--- src/rtl/cycle_print_pkg.sv ---
// Shared types, glyph codes and vertex-entry field helpers for the cycle print engine.
package cycle_print_pkg;

    localparam int unsigned SPACE_CHAR  = 10;
    localparam int unsigned ARROW_CHAR  = 37;
    localparam int unsigned MAX_ENTRY_W = 64;

    typedef logic [MAX_ENTRY_W-1:0] entry_raw_t;

    typedef enum logic [3:0] {
        IDLE,
        SCAN_RD,
        SCAN_CHK,
        HOP_RD,
        HOP_CLR,
        CONV,
        EMIT,
        ARROW,
        SEP,
        DONE
    } state_t;

    // Entries are zero-extended to MAX_ENTRY_W so one helper serves any field widths.
    function automatic logic entry_flag(entry_raw_t e, int unsigned entry_w);
        return 1'(e >> (entry_w - 1));
    endfunction

    function automatic logic [15:0] entry_pred(entry_raw_t e, int unsigned weight_w,
                                               int unsigned pred_w);
        entry_raw_t mask;
        mask = (MAX_ENTRY_W'(1) << pred_w) - MAX_ENTRY_W'(1);
        return 16'((e >> weight_w) & mask);
    endfunction

    function automatic logic [31:0] entry_weight(entry_raw_t e, int unsigned weight_w);
        entry_raw_t mask;
        mask = (MAX_ENTRY_W'(1) << weight_w) - MAX_ENTRY_W'(1);
        return 32'(e & mask);
    endfunction

endpackage

--- src/rtl/bin2bcd_serial.sv ---
// Serial shift-add-3 binary to BCD converter; done pulses BIN_W+1 cycles after start.
module bin2bcd_serial #(
    parameter int unsigned BIN_W  = 6,
    parameter int unsigned DIGITS = 2
) (
    input  logic                  clk,
    input  logic                  rst_n,
    input  logic                  start,
    input  logic [BIN_W-1:0]      bin,
    output logic                  done,
    output logic [4*DIGITS-1:0]   bcd
);

    localparam int unsigned CNT_W = $clog2(BIN_W + 1);
    localparam int unsigned BCD_W = 4 * DIGITS;

    logic [BIN_W-1:0] sr;
    logic [CNT_W-1:0] cnt;
    logic [BCD_W-1:0] adj_c;

    // Add 3 to every nibble of 5 or more before the next shift.
    always_comb begin
        adj_c = bcd;
        for (int unsigned d = 0; d < DIGITS; d++) begin
            if (bcd[4*d +: 4] >= 4'd5) begin
                adj_c[4*d +: 4] = bcd[4*d +: 4] + 4'd3;
            end
        end
    end

    always_ff @(posedge clk or negedge rst_n) begin
        if (!rst_n) begin
            sr   <= '0;
            cnt  <= '0;
            bcd  <= '0;
            done <= 1'b0;
        end else begin
            done <= 1'b0;
            if (start) begin
                sr  <= bin;
                bcd <= '0;
                cnt <= CNT_W'(BIN_W);
            end else if (cnt != '0) begin
                bcd  <= {adj_c[BCD_W-2:0], sr[BIN_W-1]};
                sr   <= {sr[BIN_W-2:0], 1'b0};
                cnt  <= cnt - CNT_W'(1);
                done <= (cnt == CNT_W'(1));
            end
        end
    end

endmodule

--- src/rtl/cycle_print_engine.sv ---
// Finds flagged vertices, walks each predecessor chain back to its start and prints
// the cycle as decimal vertex numbers joined by arrows into the character frame.
module cycle_print_engine #(
    parameter int unsigned NODES      = 64,
    parameter int unsigned PRED_W     = 6,
    parameter int unsigned WEIGHT_W   = 16,
    parameter int unsigned DIGITS     = 2,
    parameter int unsigned COLS       = 40,
    parameter int unsigned ROWS       = 30,
    parameter int unsigned MAX_HOPS   = NODES,
    parameter int unsigned NEWLINE    = 1,
    parameter int unsigned SPACE_CHAR = cycle_print_pkg::SPACE_CHAR,
    parameter int unsigned ARROW_CHAR = cycle_print_pkg::ARROW_CHAR,
    localparam int unsigned ENTRY_W   = 1 + PRED_W + WEIGHT_W
) (
    input  logic               clk,
    input  logic               print_reset_n,
    input  logic               start,
    output logic               busy,
    output logic               done,
    input  logic [ENTRY_W-1:0] vertmat_q_b,
    output logic [PRED_W-1:0]  vertmat_addr_b,
    output logic [ENTRY_W-1:0] vertmat_data_b,
    output logic               vertmat_we_b,
    output logic [5:0]         frame_char,
    output logic [5:0]         frame_x,
    output logic [5:0]         frame_y,
    output logic               frame_we,
    output logic [PRED_W:0]    cycles_found,
    output logic               overflow
);

    import cycle_print_pkg::*;

    localparam int unsigned HOPS_W = $clog2(MAX_HOPS + 1);
    localparam int unsigned DIG_W  = $clog2(DIGITS + 1);

    state_t              state, state_nxt;
    logic [PRED_W-1:0]   j, j_nxt, s, s_nxt, v, v_nxt, p, p_nxt, addr_nxt;
    logic [HOPS_W-1:0]   hops, hops_nxt;
    logic [DIG_W-1:0]    dig, dig_nxt;
    logic                lz, lz_nxt;
    logic [ENTRY_W-1:0]  wdata_nxt;
    logic                vwe_nxt, fwe_nxt, conv_start, conv_start_nxt, conv_done;
    logic [5:0]          fchar_nxt, fx_nxt, fy_nxt, cx, cx_nxt, cy, cy_nxt;
    logic [PRED_W:0]     cf_nxt;
    logic                ov_nxt, busy_nxt, done_nxt;
    logic [4*DIGITS-1:0] bcd;
    logic [3:0]          digit_c;
    logic                emit_c;
    logic [5:0]          char_c;
    entry_raw_t          q_raw;

    assign q_raw   = MAX_ENTRY_W'(vertmat_q_b);
    assign digit_c = bcd[4*(DIGITS - 1 - int'(dig)) +: 4];

    bin2bcd_serial #(
        .BIN_W  (PRED_W),
        .DIGITS (DIGITS)
    ) u_bcd (
        .clk   (clk),
        .rst_n (print_reset_n),
        .start (conv_start),
        .bin   (v),
        .done  (conv_done),
        .bcd   (bcd)
    );

    always_comb begin
        state_nxt      = state;
        j_nxt          = j;
        s_nxt          = s;
        v_nxt          = v;
        p_nxt          = p;
        hops_nxt       = hops;
        dig_nxt        = dig;
        lz_nxt         = lz;
        addr_nxt       = vertmat_addr_b;
        wdata_nxt      = vertmat_data_b;
        vwe_nxt        = 1'b0;
        fwe_nxt        = 1'b0;
        conv_start_nxt = 1'b0;
        fchar_nxt      = frame_char;
        fx_nxt         = cx;
        fy_nxt         = cy;
        cx_nxt         = cx;
        cy_nxt         = cy;
        cf_nxt         = cycles_found;
        ov_nxt         = overflow;
        busy_nxt       = busy;
        done_nxt       = done;
        emit_c         = 1'b0;
        char_c         = 6'(SPACE_CHAR);

        case (state)
            IDLE, DONE: begin
                if (start) begin
                    j_nxt     = '0;
                    addr_nxt  = '0;
                    cf_nxt    = '0;
                    ov_nxt    = 1'b0;
                    busy_nxt  = 1'b1;
                    done_nxt  = 1'b0;
                    state_nxt = SCAN_RD;
                end
            end
            SCAN_RD: state_nxt = SCAN_CHK;
            SCAN_CHK: begin
                if (entry_flag(q_raw, ENTRY_W)) begin
                    s_nxt     = j;
                    v_nxt     = j;
                    hops_nxt  = '0;
                    state_nxt = HOP_CLR;
                end else if (j == PRED_W'(NODES - 1)) begin
                    busy_nxt  = 1'b0;
                    done_nxt  = 1'b1;
                    state_nxt = DONE;
                end else begin
                    j_nxt     = j + PRED_W'(1);
                    addr_nxt  = j + PRED_W'(1);
                    state_nxt = SCAN_RD;
                end
            end
            HOP_RD: begin
                if (v == s) begin
                    conv_start_nxt = 1'b1;
                    state_nxt      = CONV;
                end else begin
                    state_nxt = HOP_CLR;
                end
            end
            HOP_CLR: begin
                vwe_nxt        = 1'b1;
                wdata_nxt      = {1'b0, vertmat_q_b[ENTRY_W-2:0]};
                p_nxt          = PRED_W'(entry_pred(q_raw, WEIGHT_W, PRED_W));
                conv_start_nxt = 1'b1;
                state_nxt      = CONV;
            end
            CONV: begin
                if (conv_done) begin
                    dig_nxt   = '0;
                    lz_nxt    = 1'b1;
                    state_nxt = EMIT;
                end
            end
            EMIT: begin
                emit_c = 1'b1;
                if (lz && digit_c == 4'd0 && dig != DIG_W'(DIGITS - 1)) begin
                    char_c = 6'(SPACE_CHAR);
                end else begin
                    char_c = 6'(digit_c);
                    lz_nxt = 1'b0;
                end
                if (dig == DIG_W'(DIGITS - 1)) begin
                    if (v == s && hops != '0) begin
                        if (cycles_found != '1) begin
                            cf_nxt = cycles_found + (PRED_W+1)'(1);
                        end
                        state_nxt = SEP;
                    end else begin
                        state_nxt = ARROW;
                    end
                end else begin
                    dig_nxt = dig + DIG_W'(1);
                end
            end
            ARROW: begin
                emit_c   = 1'b1;
                char_c   = 6'(ARROW_CHAR);
                hops_nxt = hops + HOPS_W'(1);
                if (hops == HOPS_W'(MAX_HOPS - 1)) begin
                    ov_nxt    = 1'b1;
                    state_nxt = SEP;
                end else begin
                    v_nxt     = p;
                    addr_nxt  = p;
                    state_nxt = HOP_RD;
                end
            end
            SEP: begin
                if (NEWLINE != 0) begin
                    cx_nxt = '0;
                    cy_nxt = (cy == 6'(ROWS - 1)) ? 6'd0 : cy + 6'd1;
                end else begin
                    emit_c = 1'b1;
                    char_c = 6'(SPACE_CHAR);
                end
                if (j == PRED_W'(NODES - 1)) begin
                    busy_nxt  = 1'b0;
                    done_nxt  = 1'b1;
                    state_nxt = DONE;
                end else begin
                    j_nxt     = j + PRED_W'(1);
                    addr_nxt  = j + PRED_W'(1);
                    state_nxt = SCAN_RD;
                end
            end
            default: state_nxt = IDLE;
        endcase

        // The character lands at the current cursor, which then steps with wrap.
        if (emit_c) begin
            fwe_nxt   = 1'b1;
            fchar_nxt = char_c;
            if (cx == 6'(COLS - 1)) begin
                cx_nxt = '0;
                cy_nxt = (cy == 6'(ROWS - 1)) ? 6'd0 : cy + 6'd1;
            end else begin
                cx_nxt = cx + 6'd1;
            end
        end
    end

    always_ff @(posedge clk or negedge print_reset_n) begin
        if (!print_reset_n) begin
            state          <= IDLE;
            j              <= '0;
            s              <= '0;
            v              <= '0;
            p              <= '0;
            hops           <= '0;
            dig            <= '0;
            lz             <= 1'b0;
            vertmat_addr_b <= '0;
            vertmat_data_b <= '0;
            vertmat_we_b   <= 1'b0;
            frame_char     <= '0;
            frame_x        <= '0;
            frame_y        <= '0;
            frame_we       <= 1'b0;
            cx             <= '0;
            cy             <= '0;
            cycles_found   <= '0;
            overflow       <= 1'b0;
            busy           <= 1'b0;
            done           <= 1'b0;
            conv_start     <= 1'b0;
        end else begin
            state          <= state_nxt;
            j              <= j_nxt;
            s              <= s_nxt;
            v              <= v_nxt;
            p              <= p_nxt;
            hops           <= hops_nxt;
            dig            <= dig_nxt;
            lz             <= lz_nxt;
            vertmat_addr_b <= addr_nxt;
            vertmat_data_b <= wdata_nxt;
            vertmat_we_b   <= vwe_nxt;
            frame_char     <= fchar_nxt;
            frame_x        <= fx_nxt;
            frame_y        <= fy_nxt;
            frame_we       <= fwe_nxt;
            cx             <= cx_nxt;
            cy             <= cy_nxt;
            cycles_found   <= cf_nxt;
            overflow       <= ov_nxt;
            busy           <= busy_nxt;
            done           <= done_nxt;
            conv_start     <= conv_start_nxt;
        end
    end

endmodule
--- config.mk ---
export PLATFORM = sky130hd
export DESIGN_NAME = cycle_print_engine
export DESIGN_NICKNAME = d
export VERILOG_FILES = /design/src/rtl/cycle_print_pkg.sv /design/src/rtl/bin2bcd_serial.sv /design/src/rtl/cycle_print_engine.sv
export SDC_FILE = /design/constraint.sdc
export NUM_CORES = 1
export LEC_CHECK = 0
export ABC_AREA = 1
export BUFFER_PORTS_ARGS = -buffer_cell sky130_fd_sc_hd__buf_2
export CORE_UTILIZATION = 35
export CTS_BUF_LIST = sky130_fd_sc_hd__clkbuf_8
export DETAILED_ROUTE_END_ITERATION = 10
export GPL_TIMING_DRIVEN = 0
export PLACE_DENSITY = 0.65
export SETUP_SLACK_MARGIN = 0.5
export SKIP_CTS_REPAIR_TIMING = 1
export SYNTH_ARGS = -nofsm -noshare
export SYNTH_HDL_FRONTEND = slang
export SYNTH_SLANG_ARGS = --single-unit
export TNS_END_PERCENT = 1
--- constraint.sdc ---
create_clock -name clk -period 2.5 [get_ports clk]
set_input_delay 0.5 -clock clk [delete_from_list [all_inputs] [get_ports clk]]
set_output_delay 0.5 -clock clk [all_outputs]
set_load 0.1 [all_outputs]
# --- Yosys cells after proc, flatten, opt, wreduce, memory -nomap -nowiden ---
# Cells that the tools add are included.
word_totals:
  elab_cells: 161
  reg_bits: 127
  output_inout_bits: 59
  input_bits: 26
classes:
  n_shift: 1
  mux: 66
  add_sub_neg: 10
  reduce_logical: 27
  eq_ne: 29
  magnitude_cmp: 2
ops:
  columns: ["operator", "n"]
  rows:
  - ["$mux W6", 16]
  - ["$mux W4", 9]
  - ["$pmux W4 S9", 1]
  - ["$mux W7", 5]
  - ["$shiftx A8 B33 Y4", 1]
  - ["$pmux W7 S2", 2]
  - ["$pmux W6 S2", 2]
  - ["$pmux W6 S4", 1]
  - ["$ne A2 B2 Y1 const B", 10]
  - ["$add A6 B1 Y6 const B", 3]
  - ["$pmux W6 S3", 1]
  - ["$reduce_and A3 Y1", 6]
  - ["$eq A4 B3 Y1 const B", 4]
  - ["$mux W1", 16]
  - ["$mux W8", 2]
  - ["$add A7 B1 Y7 const B", 2]
  - ["$eq A6 B6 Y1 const B", 2]
  - ["$reduce_bool A2 Y1", 6]
  - ["$mux W3", 3]
  - ["$eq A4 B2 Y1 const B", 2]
  - ["$eq A4 B4 Y1 const B", 2]
  - ["$ge A4 B3 Y1 const B", 2]
  - ["$logic_not A4 Y1", 2]
  - ["$eq A7 B6 Y1 const B", 1]
  - ["24 further kinds", 34]

# --- Longest topological paths before layout ---
# Gate-level depths: netlist of the first run.
depth:
  depth_word: 7
  ltp_mapped: 11
  depth_no_buf: 11

# --- Hierarchy ---
# From an unflattened synthesis of the first run, not the netlist that was laid out.
hier_totals:
  hier_cells: 702
  area_unflattened_um2: 5811.8
modules_own_cells:
  columns: ["module", "seq_area_each_um2", "area_each_um2", "n_inst", "cells_each"]
  rows:
  - ["cycle_print_engine", 2552.4, 4763.3, 1, 582]
  - ["bin2bcd_serial", 450.4, 1048.5, 1, 120]

# --- Worst setup path after synthesis of the first run ---
# OpenSTA, ideal clock, no wires.
synth_path:
  path_type: "register to register"
  start: "register cycles_found[1]"
  end: "register cycles_found[2]"
  synth_period_minus_slack_ns: 2.172
  slack_ns: 0.328
  setup_time_ns: 0.067
  path_stages_with_launch: 10
  arrival_ns: 2.105
  n_path_buf: 0
  path_cell_list: "dfrtp_1 ha_1 nand4_1 nor2_1 nand3_1 nand3_1 nor2_4 nand2_4 nand2_1 nand2_1"
synth_between:
  elab_chain_cells: 5
synth_rtl:
  columns: ["item", "line", "text"]
  rows:
  - ["from (decl)", "cycle_print_engine.sv:29", "output logic [PRED_W:0] cycles_found,"]
  - ["from (signal assigned)", "cycle_print_engine.sv:256", "cycles_found <= cf_nxt;"]
  - ["$add A7 B1 Y7", "cycle_print_engine.sv:157", "cf_nxt = cycles_found + (PRED_W+1)'(1);"]
  - ["$mux W7", "cycle_print_engine.sv:156", "if (cycles_found != '1) begin"]
  - ["$mux W7", "cycle_print_engine.sv:155", "if (v == s && hops != '0) begin"]
  - ["$mux W7", "cycle_print_engine.sv:154", "if (dig == DIG_W'(DIGITS - 1)) begin"]
  - ["$pmux W7 S2", "cycle_print_engine.sv:95", "case (state)"]
# Several ways; a longest one is shown, not always the timed one. The select of a mux whose other input is x is not followed.
# A chain may end at the register's enable or synchronous reset.

# --- Worst setup path in the final report of the first run ---
layout_path:
  start: "register state[1]"
  end: "register vertmat_addr_b[0]"
layout_between:
  elab_chain_cells: 4
layout_rtl:
  columns: ["item", "line", "text"]
  rows:
  - ["from (decl)", "cycle_print_engine.sv:38", "state_t state, state_nxt;"]
  - ["from (signal assigned)", "cycle_print_engine.sv:239", "state <= state_nxt;"]
  - ["$eq A4 B4 Y1 or $logic_not A4 Y1 (tied branches)", "cycle_print_engine.sv:95", null]
  - ["$reduce_or A2 Y1", "cycle_print_engine.sv:95", null]
  - ["$reduce_bool A4 Y1 (no source line) or $ne A2 B2 Y1 (tied branches)", null, null]
  - ["$reduce_and A4 Y1 (no source line)", null, null]
  - ["to (signal assigned)", "cycle_print_engine.sv:247", "vertmat_addr_b <= addr_nxt;"]
  - ["to (decl)", "cycle_print_engine.sv:22", "output logic [PRED_W-1:0] vertmat_addr_b,"]
# Several ways; a longest one is shown, not always the timed one.

==> out/results.tsv, run 1 <==
stage	metric	value	unit
clock_tree	cts_sinks	120	
synthesis	ys_warn_count	0	
setup_path	cp_common_cell	nand2_1	
setup_path	path_cells	inv_1 -> nor2_1 -> nand2_1 -> nand2_4 -> nor3_1 -> nor2_2 -> nand2_1 -> nand2_1 -> nand2_1	
sta	finalSetupViolCount	0	
sta	worst_slew_pin_slew	0.512	ns
floorplanning	start_util	35.8	%
global_routing	grt_max_degree	74	
synthesis	synth.top_cells.by_area	dfrtp_1 (53%), nand2_1 (15%), o21ai_0 (4.8%)	
synthesis	yosysTopAreaCell	dfrtp_1	
clock_tree	path_clk_slew	0.07	ns
hold_path	hp-class	in -> async	
job	drv_cap	0	
setup_path	cp.arrival	2.19	ns
synthesis	synth_common_cells	nand2_1 (231), dfrtp_1 (120), inv_1 (70)	
setup_path	path_delay_family	simple AND/OR/NAND/NOR gates	
global_routing	antenna_found_initial	0	
setup_path	cp_max_fo	10	
power_and_ir_drop	peakVddDrop	1.10	mV
sta	max-slew-margin-rel	66.1	%
floorplanning	boundaryPins	85	
synthesis	ys_seq_area_share	53.0	%
drt	wl_per_cell	12.0	um
layout	diodes	0	
sta	hold_slack	-0.000226	ns
drt	drt_iter0_markers	279	
layout	fin_util	43.0	%
synthesis	synth.cell_area	5670	sq um
clock_tree	cts-buffers-inserted	17	
sta	fmax	534	MHz
drt	drt-total-wl	12.0	mm
place	buffer_ports.inserted	82	
drt	vias	4568	
drt	postRouteAntennaNets	0	
global_routing	grt_overflow	0	
synthesis	synth_top_area_share	53.0	%
drt	via_per_inst	4.55	
synthesis	ys_types	46	
setup_path	critPathKind	reg -> reg	
place	hpwlAfterDp	8.66	mm
sta	rsz0062_at_grt	true	
synthesis	synth_seq_cells	120	
global_routing	grt_pass1_vias	4316	
setup_path	cp_num_buf_inv	1	
global_routing	grt_pass1_wl	20.7	mm
sta	hold_violations	3	
global_routing	gr-usage-all-layers	15.8	%
outcome	status	finished, violations left	
sta	fin_skew	0.0120	ns
setup_path	required	2.82	ns
layout	nets	816	
sta	drv_slew	0	
power_and_ir_drop	pwr_density_cell	1380	nW/um^2
setup_path	cpMaxStageDelayCell	dfrtp_1	
synthesis	async_flop_share	100	%
layout	syn_to_final_growth	20.0	%
setup_path	crit_path_start_kind	flip-flop	
layout	nFillCells	1558	
layout	drive_gt1_share	18.9	%
clock_tree	cts_tree	done	
synthesis	ys.flop_type	dfrtp_1	
floorplanning	die_area	16700	sq um
synthesis	synth_edf_count	0	
synthesis	synth.most_common_cell	nand2_1	
synthesis	syn-instance-count	672	
floorplanning	coreArea	15800	sq um
drt	drt_first_pass_iters	4	
clock_tree	clockBufferDepth	2	
sta	fin_crit_sh	74.8	%
clock_tree	root_buffer	clkbuf_8	
power_and_ir_drop	power.leakage	3.55	nW
clock_tree	clkLatencyLatePin	0.44	ns
place	place_congestion	0.800	
floorplanning	rows	46	
setup_path	cp_slowest_stage_delay	0.40	ns
floorplanning	dieWidth	129	um
clock_tree	cts.htree.levels	4	
outcome	violations	hold timing	
floorplanning	die-height	129	um
setup_path	end_kind	flip-flop	
synthesis	syn_area_per_cell	8.43	sq um
drt	drcViolationCount	0	
sta	min_period	1.87	ns
-- layer usage --
layer  GRT usage [%]  vias to the layer above  routed length (um)
met5               0                        -                   0
met4            4.84                        0                 106
met3            5.24                       11                 603
met2            24.3                       99                5350
met1            21.1                     2080                5970
li1                -                     2378                   -
-- metrics by stage --
step                      setup slack, ns  TNS, ns  instance area (sq um)  cells  power, mW
after floorplan                     0.549        0                   5670    673       6.75
after global placement             -0.856   -76.57                   6350    971       7.62
final                               0.629        0                   6800   1003       9.41
after detailed placement            0.588        0                   6390    972       7.68
after CTS                           0.575        0                   6800   1003       9.50
after global routing                0.441        0                   6800   1003       10.0
-- worst reg2reg max path, stage by stage (launching register included) --
cell     delay (ns)
dfrtp_1        0.40
inv_1          0.11
nor2_1         0.25
nand2_1        0.17
nand2_4        0.16
nor3_1         0.08
nor2_2         0.24
nand2_1        0.21
nand2_1        0.10
nand2_1        0.05
-- cells in the final DEF (no fill, tap or decap), types with 9 or more instances in the layout --
cell type,count
dfrtp_1,118
ha_1,15
buf_2,83
nand2_1,231
nand4_1,9
clkbuf_1,9
nand3_1,44
nor2_1,37
o21ai_0,54
clkbuf_8,23
inv_1,71
-- path summary, 6_finish.rpt --
check                                startpoint                             to  slack (ns)  cells past startpoint
setup / recovery           state[1]$_DFFE_PN0P_  vertmat_addr_b[0]$_DFFE_PN0P_        0.63                      9
hold / removal                    print_reset_n           frame_y[3]$_DFF_PN0_     -0.0002                      1
setup reg to reg           state[1]$_DFFE_PN0P_  vertmat_addr_b[0]$_DFFE_PN0P_        0.63                      9
hold reg to reg               cx[3]$_DFFE_PN0P_           frame_x[3]$_DFF_PN0_        0.41                      0
max in group asynchronous         print_reset_n               v[5]$_DFFE_PN0P_        1.78                      2
min in group clk                 vertmat_q_b[5]  vertmat_data_b[5]$_DFFE_PN0P_        0.26                      3
-- sequential cells by signal, summed over array words and instances (netlist names), 6 cells and up --
signal	flops
cx	6
frame_y	6
hops	7
frame_x	6
s	6
p	6
vertmat_data_b	16
j	6
u_bcd.bcd	8
cycles_found	7
cy	6
u_bcd.sr	6
vertmat_addr_b	6
v	6
-- final cells by class --
class / instances / area [sq um] / share of cell area [%]
Multi-Input combinational cell: 466 / 2330 / 34.2
Sequential cell: 120 / 3010 / 44.2
Tap cell: 216 / 270 / 3.97
Buffer: 14 / 70.1 / 1.03
Timing Repair Buffer: 83 / 444 / 6.53
Inverter: 73 / 277 / 4.06
Clock buffer: 23 / 317 / 4.65
Clock inverter: 8 / 93.8 / 1.38
-- power by group --
group | leakage (nW) | switching, mW | internal [mW] | total [mW]
clock | 0.211 | 0.754 | 1.03 | 1.79
sequential | 1.57 | 0.386 | 2.51 | 2.90
combinational | 1.77 | 3.73 | 0.989 | 4.72
total | 3.55 | 4.87 | 4.53 | 9.41
-- cells by family (layout without fill, tap and decap cells) --
| kind of cell | count (synthesis) | count (layout) | share of synthesized area (%) |
|---|---|---|---|
| AOI/OAI and AO/OA | 94 | 94 | 10.1 |
| DFF | 120 | 120 | 53.0 |
| xor gates and xnor gates | 7 | 7 | 1.08 |
| and+or+nand+nor | 348 | 348 | 26.4 |
| adders and majority gates | 15 | 15 | 3.31 |
| buffers and inverters | 87 | 201 | 6.11 |
| other | 1 | 2 | 0.0662 |
(Power assumes the default switching activity.)
==> run 2: changes to the inputs <==
ABC_AREA = 0   (was 1)
clock period = 1.95 ns   (was 2.5 ns; I/O delays follow)
==> run 2 against run 1 <==
Against the previous run: first-iteration DRC count shrank 11%; largest cell class unchanged; design area is 15% higher; power is 51% higher; the run ends with setup timing left; largest power group unchanged; utilization is 6.4 points higher; register-to-register slack worse by 0.74 ns; combinational power increased by 67%; synthesized cell count shrank 19%; sequential power up 42%.
==> out/results.tsv, run 2 <==
stage	metric	value	unit
outcome	status	finished, violations left	
outcome	violations	setup timing	
sta	setup_tns	-0.648	ns
clock_tree	clkLatencyLatePin	0.43	ns
synthesis	ys_types	62	
floorplanning	start_util	35.9	%
synthesis	synth_seq_cells	120	
setup_path	r2r-start	state[3]$_DFFE_PN0P_	
global_routing	grt_overflow	0	
global_routing	grt_max_degree	68	
global_routing	antenna_found_initial	0	
setup_path	startpoint	state[3]$_DFFE_PN0P_	
synthesis	ys_warn_count	0	
clock_tree	path_clk_slew	0.07	ns
layout	regMostFlops	vertmat_data_b	
sta	hold_slack	0.182	ns
sta	min_period	2.06	ns
synthesis	ys.flop_type	dfrtp_1	
synthesis	synth_edf_count	0	
hold_path	min_from	vertmat_q_b[16]	
floorplanning	boundaryPins	85	
clock_tree	cts_tree	done	
power_and_ir_drop	power.leakage	3.54	nW
layout	drive_gt1_share	32.3	%
synthesis	synth.cell_area	5700	sq um
synthesis	syn_area_per_cell	10.5	sq um
global_routing	gr-usage-all-layers	15.8	%
drt	drcViolationCount	0	
sta	hold_violations	0	
place	place_congestion	0.848	
layout	final_cell_mix	dfrtp_1 (114), nand2_1 (62), o21ai_0 (43), buf_12 (41), nor2_1 (40)	
power_and_ir_drop	pwr_density_cell	1810	nW/um^2
setup_path	rrSetupSlack	-0.11	ns
setup_path	cp_max_fo	6	
global_routing	grt_pass1_wl	20.7	mm
layout	reg.largest.list	vertmat_data_b: 16 flops, u_bcd.bcd: 8 flops	
synthesis	synth_top_area_share	52.7	%
synthesis	async_flop_share	100	%
drt	via_per_inst	5.01	
clock_tree	clockBufferDepth	2	
sta	finalSetupViolCount	9	
sta	rsz0062_at_grt	true	
drt	met1Wirelength	5.63	mm
synthesis	syn-instance-count	542	
job	drv_cap	0	
clock_tree	cts.htree.levels	4	
place	buffer_ports.inserted	82	
synthesis	synth.top_cells.by_area	dfrtp_1 (53%), mux2_2 (5.7%), nand2_1 (4.1%)	
layout	syn_to_final_growth	37.7	%
clock_tree	cts-buffers-inserted	17	
sta	fmax	486	MHz
layout	nets	698	
drt	drt_first_pass_iters	4	
hold_path	hp-class	in -> reg	
setup_path	critPathKind	reg -> reg	
drt	drt-total-wl	12.8	mm
power_and_ir_drop	peakVddDrop	1.32	mV
floorplanning	die-height	130	um
place	pre_cts_slack	-0.352	ns
drt	drt_iter0_markers	249	
sta	fin_skew	0.00749	ns
setup_path	end_kind	flip-flop	
setup_path	cp_slowest_stage_delay	0.43	ns
global_routing	grt_pass1_vias	4266	
sta	worst_slew_pin_slew	0.536	ns
layout	fin_util	49.4	%
layout	largest_register_ffs	16	
sta	fin_crit_sh	106	%
setup_path	cp.arrival	2.37	ns
layout	diodes	0	
clock_tree	root_buffer	clkbuf_8	
floorplanning	rows	46	
setup_path	path_cells	xnor2_2 -> or3_1 -> buf_6 -> o32a_4 -> o21ai_4 -> buf_12 -> mux2_4	
setup_path	required	2.27	ns
setup_path	cpMaxStageDelayCell	dfrtp_1	
floorplanning	dieWidth	130	um
drt	wl_per_cell	14.5	um
synthesis	yosysTopAreaCell	dfrtp_1	
synthesis	ys_seq_area_share	52.7	%
drt	wl_met3	601	um
sta	max-slew-margin-rel	64.3	%
drt	highest_layer	met4	
clock_tree	cts_sinks	120	
layout	fin_cells	885	
setup_path	crit_path_start_kind	flip-flop	
drt	wl_met2	6.50	mm
drt	vias	4436	
synthesis	synth.most_common_cell	dfrtp_1	
floorplanning	die_area	16800	sq um
sta	fin_ws	-0.107	ns
sta	drv_slew	0	
floorplanning	coreArea	15900	sq um
synthesis	synth_common_cells	dfrtp_1 (120), nand2_1 (62), o21ai_0 (46)	
place	place_inst	842	
place	hpwlAfterDp	8.98	mm
layout	nFillCells	1445	
layout	final_common_cell	dfrtp_1	
drt	postRouteAntennaNets	0	
[run 2: path summary, 6_finish.rpt]
kind | cells after the start | end
worst min register to register | 0 | frame_x[5]$_DFF_PN0_
min in group asynchronous | 2 | u_bcd.bcd[6]$_DFFE_PN0P_
worst min-delay path | 2 | p[0]$_DFFE_PN0P_
worst max register to register | 7 | vertmat_addr_b[4]$_DFFE_PN0P_
worst max-delay path | 7 | vertmat_addr_b[4]$_DFFE_PN0P_
max in group asynchronous | 3 | j[0]$_DFFE_PN0P_
[run 2: area by class of cell]
cell class | instances | area [sq um] | area share, %
multi-input cells | 379 | 2670 | 34.0
flip-flops and latches | 120 | 3020 | 38.4
clock inverters | 11 | 108 | 1.37
well taps | 216 | 270 | 3.45
clock buffers | 20 | 275 | 3.51
repair buffers | 95 | 1270 | 16.2
plain buffers | 23 | 160 | 2.04
inverters | 21 | 81.3 | 1.04
[run 2: per-stage QoR]
| step | instance area (sq um) | power, mW |
|---|---|---|
| after floorplan | 5730 | 9.00 |
| after global placement | 6410 | 10.1 |
| after detailed placement | 6450 | 10.3 |
| after CTS | 6830 | 12.4 |
| after global routing | 7840 | 14.9 |
| final | 7840 | 14.2 |
[run 2: worst max-delay path: cells and delay by family (launching register included)]
kind	cells	cell delay, ns
DFF	1	0.43
xor gates and xnor gates	1	0.17
and+or+nand+nor	1	0.33
AOI/OAI and AO/OA	2	0.42
muxes	1	0.30
buffers and inverters	2	0.27
[run 2: logic make-up after synthesis]
family | after synthesis | synth area share (%)
AND/OR/NAND/NOR | 181 | 15.2
flip-flops | 120 | 52.7
AO/OA/AOI/OAI | 113 | 12.6
multiplexers | 50 | 10.0
buffers and inverters | 44 | 3.27
XOR/XNOR | 18 | 2.77
adder cells (fa/ha/maj) | 15 | 3.30
other | 1 | 0.0658
[run 2: routing by layer]
layer | up-vias | global-route usage, %
li1 | 2143 | -
met1 | 2180 | 19.7
met2 | 104 | 26.5
met3 | 9 | 4.62
met4 | 0 | 4.65
met5 | - | 0
[run 2: report_power, final]
group / internal (mW) / switching [mW]
clock network: 1.21 / 0.955
registers: 3.28 / 0.843
logic: 3.07 / 4.82
